--- config.mk ---
export PLATFORM = sky130hd
export DESIGN_NAME = pipe_stage_reg
export DESIGN_NICKNAME = d
export VERILOG_FILES = /design/src/rtl/pipe_stage_reg_pkg.sv /design/src/rtl/pipe_stage_reg_sat_counter.sv /design/src/rtl/pipe_stage_reg.sv
export SDC_FILE = /design/constraint.sdc
export NUM_CORES = 1
export LEC_CHECK = 0
export CORE_MARGIN = 2
export CORE_UTILIZATION = 45
export DETAILED_ROUTE_END_ITERATION = 10
export GPL_TIMING_DRIVEN = 0
export PLACE_DENSITY_LB_ADDON = 0.2
export SLEW_MARGIN = 15
export SYNTH_ARGS = -nofsm -noshare
export SYNTH_HDL_FRONTEND = slang
export SYNTH_HIERARCHICAL = 1
export SYNTH_SLANG_ARGS = --single-unit
--- constraint.sdc ---
create_clock -name clk -period 1.85 [get_ports clk]
set_input_delay 0.37 -clock clk [delete_from_list [all_inputs] [get_ports clk]]
set_output_delay 0.37 -clock clk [all_outputs]
set_load 0.01 [all_outputs]
--- src/rtl/pipe_stage_reg_pkg.sv ---
// Shared pipeline definitions: stage-register state encoding and the packed
// payload layouts carried between CPU pipeline stages.
package pipe_stage_reg_pkg;

  typedef enum logic [1:0] {
    ST_EMPTY = 2'd0,
    ST_ONE   = 2'd1,
    ST_TWO   = 2'd2
  } stage_state_e;

  localparam int XLEN = 32;

  // Stage boundary payload widths
  localparam int IFID_DATA_W  = 64;   // pc + instruction
  localparam int IDEXE_DATA_W = 128;
  localparam int EXMEM_DATA_W = 112;

  // MEM/WB payload layout, LSB first
  localparam int MEMWB_RV16_OFS      = 0;
  localparam int MEMWB_RV16_W        = 1;
  localparam int MEMWB_EXC_VALID_OFS = MEMWB_RV16_OFS + MEMWB_RV16_W;
  localparam int MEMWB_EXC_VALID_W   = 1;
  localparam int MEMWB_EXC_CAUSE_OFS = MEMWB_EXC_VALID_OFS + MEMWB_EXC_VALID_W;
  localparam int MEMWB_EXC_CAUSE_W   = 5;
  localparam int MEMWB_CSR_WE_OFS    = MEMWB_EXC_CAUSE_OFS + MEMWB_EXC_CAUSE_W;
  localparam int MEMWB_CSR_WE_W      = 1;
  localparam int MEMWB_CSR_ADDR_OFS  = MEMWB_CSR_WE_OFS + MEMWB_CSR_WE_W;
  localparam int MEMWB_CSR_ADDR_W    = 12;
  localparam int MEMWB_CSR_WDATA_OFS = MEMWB_CSR_ADDR_OFS + MEMWB_CSR_ADDR_W;
  localparam int MEMWB_CSR_WDATA_W   = XLEN;
  localparam int MEMWB_WDATA_OFS     = MEMWB_CSR_WDATA_OFS + MEMWB_CSR_WDATA_W;
  localparam int MEMWB_WDATA_W       = XLEN;
  localparam int MEMWB_REGINDEX_OFS  = MEMWB_WDATA_OFS + MEMWB_WDATA_W;
  localparam int MEMWB_REGINDEX_W    = 5;
  localparam int MEMWB_WR_REG_OFS    = MEMWB_REGINDEX_OFS + MEMWB_REGINDEX_W;
  localparam int MEMWB_WR_REG_W      = 1;
  localparam int MEMWB_DATA_W        = MEMWB_WR_REG_OFS + MEMWB_WR_REG_W;

endpackage

--- src/rtl/pipe_stage_reg_sat_counter.sv ---
// Saturating up-counter with synchronous clear; sticks at all-ones.
module sat_counter #(
  parameter int W = 16
) (
  input  logic         clk,
  input  logic         clr,
  input  logic         inc,
  output logic [W-1:0] cnt
);

  logic [W-1:0] cnt_q, cnt_d;

  // Increment unless already at the ceiling
  always_comb begin
    cnt_d = cnt_q;
    if (inc && (cnt_q != '1)) cnt_d = cnt_q + 1'b1;
  end

  // Counter register, clear wins over increment
  always_ff @(posedge clk) begin
    if (clr) cnt_q <= '0;
    else     cnt_q <= cnt_d;
  end

  assign cnt = cnt_q;

endmodule

--- src/rtl/pipe_stage_reg.sv ---
// Pipeline boundary register with valid/ready handshake, optional skid entry,
// flush/hold control, free-running sideband and a bubble counter.
//
// state    | meaning
// ---------+-----------------------------------------------
// ST_EMPTY | nothing held, dn_data reads as zero (NOP)
// ST_ONE   | main entry valid
// ST_TWO   | main + skid entries valid (SKID=1 only)
module pipe_stage_reg
  import pipe_stage_reg_pkg::*;
#(
  parameter int DATA_W = 64,
  parameter int SIDE_W = 32,
  parameter int SKID   = 0,
  parameter int CNT_W  = 16
) (
  input  logic              clk,
  input  logic              cpurst,
  input  logic              flush,
  input  logic              hold,
  input  logic              up_valid,
  output logic              up_ready,
  input  logic [DATA_W-1:0] up_data,
  output logic              dn_valid,
  input  logic              dn_ready,
  output logic [DATA_W-1:0] dn_data,
  input  logic [SIDE_W-1:0] side_in,
  output logic [SIDE_W-1:0] side_out,
  output logic [1:0]        occupancy,
  output logic [CNT_W-1:0]  bubble_cnt
);

  stage_state_e      state_q, state_d;
  logic [DATA_W-1:0] main_q, main_d;
  logic [DATA_W-1:0] skid_q, skid_d;
  logic [SIDE_W-1:0] side_q, side_d;
  logic              push, pop, bubble;

  // Acceptance: single-entry mode passes dn_ready straight through to up_ready
  always_comb begin
    up_ready = 1'b0;
    if (!flush && !hold) begin
      if (SKID != 0) up_ready = (state_q != ST_TWO);
      else           up_ready = (state_q == ST_EMPTY) || dn_ready;
    end
  end

  assign dn_valid = (state_q != ST_EMPTY) && !hold;
  assign push     = up_valid && up_ready;
  // Downstream must ignore the entry during flush, so it is not consumed
  assign pop      = dn_valid && dn_ready && !flush;
  assign bubble   = !dn_valid;

  // Next state and entry contents; flush kills, hold freezes
  always_comb begin
    state_d = state_q;
    main_d  = main_q;
    skid_d  = skid_q;
    side_d  = side_in;
    if (flush) begin
      state_d = ST_EMPTY;
      main_d  = '0;
      skid_d  = '0;
    end else if (!hold) begin
      case (state_q)
        ST_EMPTY: begin
          if (push) begin
            state_d = ST_ONE;
            main_d  = up_data;
          end
        end
        ST_ONE: begin
          if (push && pop) begin
            main_d = up_data;
          end else if (pop) begin
            state_d = ST_EMPTY;
            main_d  = '0;
          end else if (push) begin
            state_d = ST_TWO;
            skid_d  = up_data;
          end
        end
        ST_TWO: begin
          if (pop) begin
            state_d = ST_ONE;
            main_d  = skid_q;
            skid_d  = '0;
          end
        end
        default: begin
          state_d = ST_EMPTY;
          main_d  = '0;
          skid_d  = '0;
        end
      endcase
    end
  end

  // State, entry and sideband registers
  always_ff @(posedge clk) begin
    if (cpurst) begin
      state_q <= ST_EMPTY;
      main_q  <= '0;
      skid_q  <= '0;
      side_q  <= '0;
    end else begin
      state_q <= state_d;
      main_q  <= main_d;
      skid_q  <= skid_d;
      side_q  <= side_d;
    end
  end

  sat_counter #(.W(CNT_W)) u_bubble_cnt (
    .clk (clk),
    .clr (cpurst),
    .inc (bubble),
    .cnt (bubble_cnt)
  );

  assign dn_data   = main_q;
  assign side_out  = side_q;
  assign occupancy = state_q;

endmodule

==> results.md <==
* Critical-path maximum fanout at 7
* Gr usage total at 21.9%
* Antenna diode count at 0
* Ports at 218
* Global placement routability congestion at 0.828
* Initial Utilization at 46.2%
* Largest family of logic cells by synthesized area: simple AND/OR/NAND/NOR gates
* Core area at 15,900 sq um
* Worst R2R Start: occupancy[1]$_SDFFE_PP0P_
* Die area at 17,300 sq um
* Worst R2R Path Depth at 8
* Compound-cell area share of the yosys netlist at 8.22%
* Wirelength per Cell at 14.3 microns
* Worst Max-Slew Pin Slew at 0.546 ns
* CTS H-tree lvls at 4
* Min Clock Period, post-route at 1.79 ns
* Critical path buffers and inverters at 1
* Levels on crit path at 1
* Leak at 4.41 nW
* CTS clk-pin slew, worst paths at 0.06 ns
* Vias in the first global route at 6,372
* HP Class: reg -> reg
* Layout cells sized above 1 at 8.75%
* Highest clock rate at 0.558 GHz
* Clock sink count at 178
* CP max-delay cell: clkdlybuf4s50_1
* Total CTS buffers at 17
* Router iterations before antenna repair at 5
* Deepest clock path buffer count at 2
* Worst Skew at 0.00520 ns
* DRC at 0
* Core Rows at 46
* Final Util at 65.9%
* Post-synthesis mux area share at 9.03%
* Synth area leaders: dfxtp_1 (49%), mux2i_1 (8.9%), nand2_1 (7.0%)
* Detail Placement HPWL at 13,400 microns
* Multi-input logic area at 3110 sq um
* Crit path arrival time at 1.42 ns
* Vias at 6,303
* Max-slew headroom at the worst pin at 63.1%
* Synth-to-Final Area Change at 42.8%
* CP required at 1.48 ns
* Mapped Avg Cell Area at 8.88 sq um
* Number of flops mapped to enable cells by yosys at 0
* Unrepaired setup endpoints after global routing: yes
* Dominant synthesized flop cell: dfxtp_1
* Worst skew pair latency at 0.42 ns
* Post-Synth Simple-Gate Area at 24.4%
* Seq/Total Area, Yosys at 48.6%
* Largest net degree at the start of global routing at 20
* CP delay by family, top: buffers and inverters
* Layout Nets at 1,165
* Max-cap viol count at 0
* Cell Count, Final, Fillers Out at 1,290
* Synth cell count leaders: dfxtp_1 (178), nand2_1 (136), nand3_1 (70), inv_1 (69), mux2i_1 (65)
* Distinct cells, synth at 43
* Post-placement cell count at 1,259
* Cell Chain, Critical Path: clkdlybuf4s50_1
* Power per Cell Area at 823 nW/um^2
* Synth area leader: dfxtp_1
* Avg Vias per Cell at 4.89
* Clock root cell: clkbuf_16
* Setup CP Type: reg -> out
* CTS tree: built
* DR iter-0 viols at 300
* Fill count at 1,376
* Max Slew Vio Count at 0
* Setup-failing EPs final at 0
* Most frequent cell after synthesis: dfxtp_1
* Reg area at 3570 sq um
* CP Launch Type: flip-flop
* Post-Synth XOR/XNOR Area at 0.239%
* Synth Cell Area at 7330 sq um
* Cts hold-fix bufs at 0
* Post-route clock period utilization at 96.8%
* Overflow after GRT at 0
* Worst vdd ir at 0.589 mV
* Share of the synthesized area in the top cell type at 48.6%
* Flop-to-flop setup slack at 0.10 ns
* Synth Warn # at 6
* Die height at 132 microns
* Routed Wire Length at 18,500 microns
* Worst setup margin at 0.0585 ns
* Die width at 132 microns
* #FFs+latches synth at 178
* Port bufs at 217
* Max stage delay on crit path at 0.57 ns
* Post-Synth Adder-Cell Area at 0.171%
* Crit. End Element: output pin
* Initial antenna violation count at 0
* First-pass GRT wire length at 30,900 microns
* Power, Total at 0.00862 W
* Post-placement worst setup slack at -0.565 ns
* Fraction of registers with async set or reset after synthesis at 0%
* Post-Syn Nets at 929
* Post-route ant nets at 0
* Worst setup path start: u_bubble_cnt/cnt[3]$_SDFFE_PP0P_
* Outcome: finished, final reports clean
* Instance count of the mapped netlist at 826
* CP endpoint: bubble_cnt[3]
* Reg2reg end: u_bubble_cnt/cnt[13]$_SDFFE_PP0P_
* Hold Vio Cnt, Final at 0
## cell families after synthesis
| logic type | count (synthesis) |
|---|---|
| fa+ha+maj | 1 |
| simple gates | 351 |
| flops | 178 |
| buf+inv | 133 |
| xor+xnor | 2 |
| mux | 66 |
| compound gates | 95 |
## report_power, final
group	internal [W]	leakage, nW	switching, W
combinational	0.000455	2.65	0.000324
sequential	0.00390	1.45	0.0000279
clock	0.00246	0.313	0.00146
## stage by stage
step / hold slack [ns] / setup TNS [ns] / area (sq um)
CTS: 0.460 / 0 / 10400
floorplan: 0.430 / 0 / 7330
detailed placement: 0.444 / -63.78 / 9780
global route: 0.475 / -0.00303 / 10500
finish: 0.457 / 0 / 10500
global placement: 0.442 / -63.01 / 9780
## layout by cell type, fill, tap and decap left out, types with 3 or more instances in the layout
master           Yosys  final
clkdlybuf4s50_1      0    212
dfxtp_1            178    170
nand2_1            136    136
nand3_1             70     70
inv_1               69     68
mux2i_1             65     65
o22ai_1             64     64
and2_1              64     64
nor2b_1             35     35
clkbuf_1            33     23
clkbuf_16            0     17
clkbuf_2             0     13
nor2_1              13     11
buf_2                8      9
a21oi_1             11      9
dfxtp_2              0      8
buf_6                7      7
buf_12               7      7
or4_1                7      7
o31ai_1              6      6
o21ai_0              5      5
bufinv_16            0      5
buf_4                2      4
nor3_1               4      4
nand3b_1             3      3
buf_1                7      3
clkinv_2             0      3
nand4_1              3      3
and4_1               3      3
or3_1                3      3
## registers in the layout, indices dropped and copies added, names as in the netlist
signal	count
dn_data	64
occupancy	2
side_out	32
skid_q	64
u_bubble_cnt/cnt	16
## what timing repair did
| item | in CTS | in global routing |
|---|---|---|
| endpoints found under the setup margin | 97 | 106 |
| gates resized for setup | 17 | 34 |
| gates cloned | 0 | 0 |
| pin swaps | 1 | 0 |
| buffers inserted | 1 | 0 |
## worst min path at each step
stage	start	slack [ns]	end	depth (start not counted)
after floorplan	skid_q[63]$_SDFFE_PP0P_	0.43	skid_q[63]$_SDFFE_PP0P_	1
after global placement	skid_q[50]$_SDFFE_PP0P_	0.44	skid_q[50]$_SDFFE_PP0P_	1
after detailed placement	skid_q[0]$_SDFFE_PP0P_	0.44	skid_q[0]$_SDFFE_PP0P_	1
after CTS	dn_data[47]$_SDFFE_PP0P_	0.46	dn_data[47]$_SDFFE_PP0P_	2
after global routing	skid_q[22]$_SDFFE_PP0P_	0.48	skid_q[22]$_SDFFE_PP0P_	1
final	dn_data[14]$_SDFFE_PP0P_	0.46	dn_data[14]$_SDFFE_PP0P_	2
## per-layer routing
layer	vias up	part of all wire (%)	global-route usage, %
li1	3216	-	-
met1	2842	44	27.0
met2	221	46	35.3
met3	24	7.5	7.56
met4	0	1.9	8.09
met5	-	0	0
## cell type report
| class | instances | area share [%] |
|---|---|---|
| clock buffers | 21 | 4.40 |
| clock inverters | 10 | 1.73 |
| flip-flops and latches | 178 | 34.1 |
| multi-input cells | 515 | 29.7 |
| plain buffers | 63 | 4.24 |
| well taps | 216 | 2.58 |
| inverters | 69 | 2.47 |
| repair buffers | 218 | 20.8 |
Note: power is estimated with default switching activity, not from simulation.
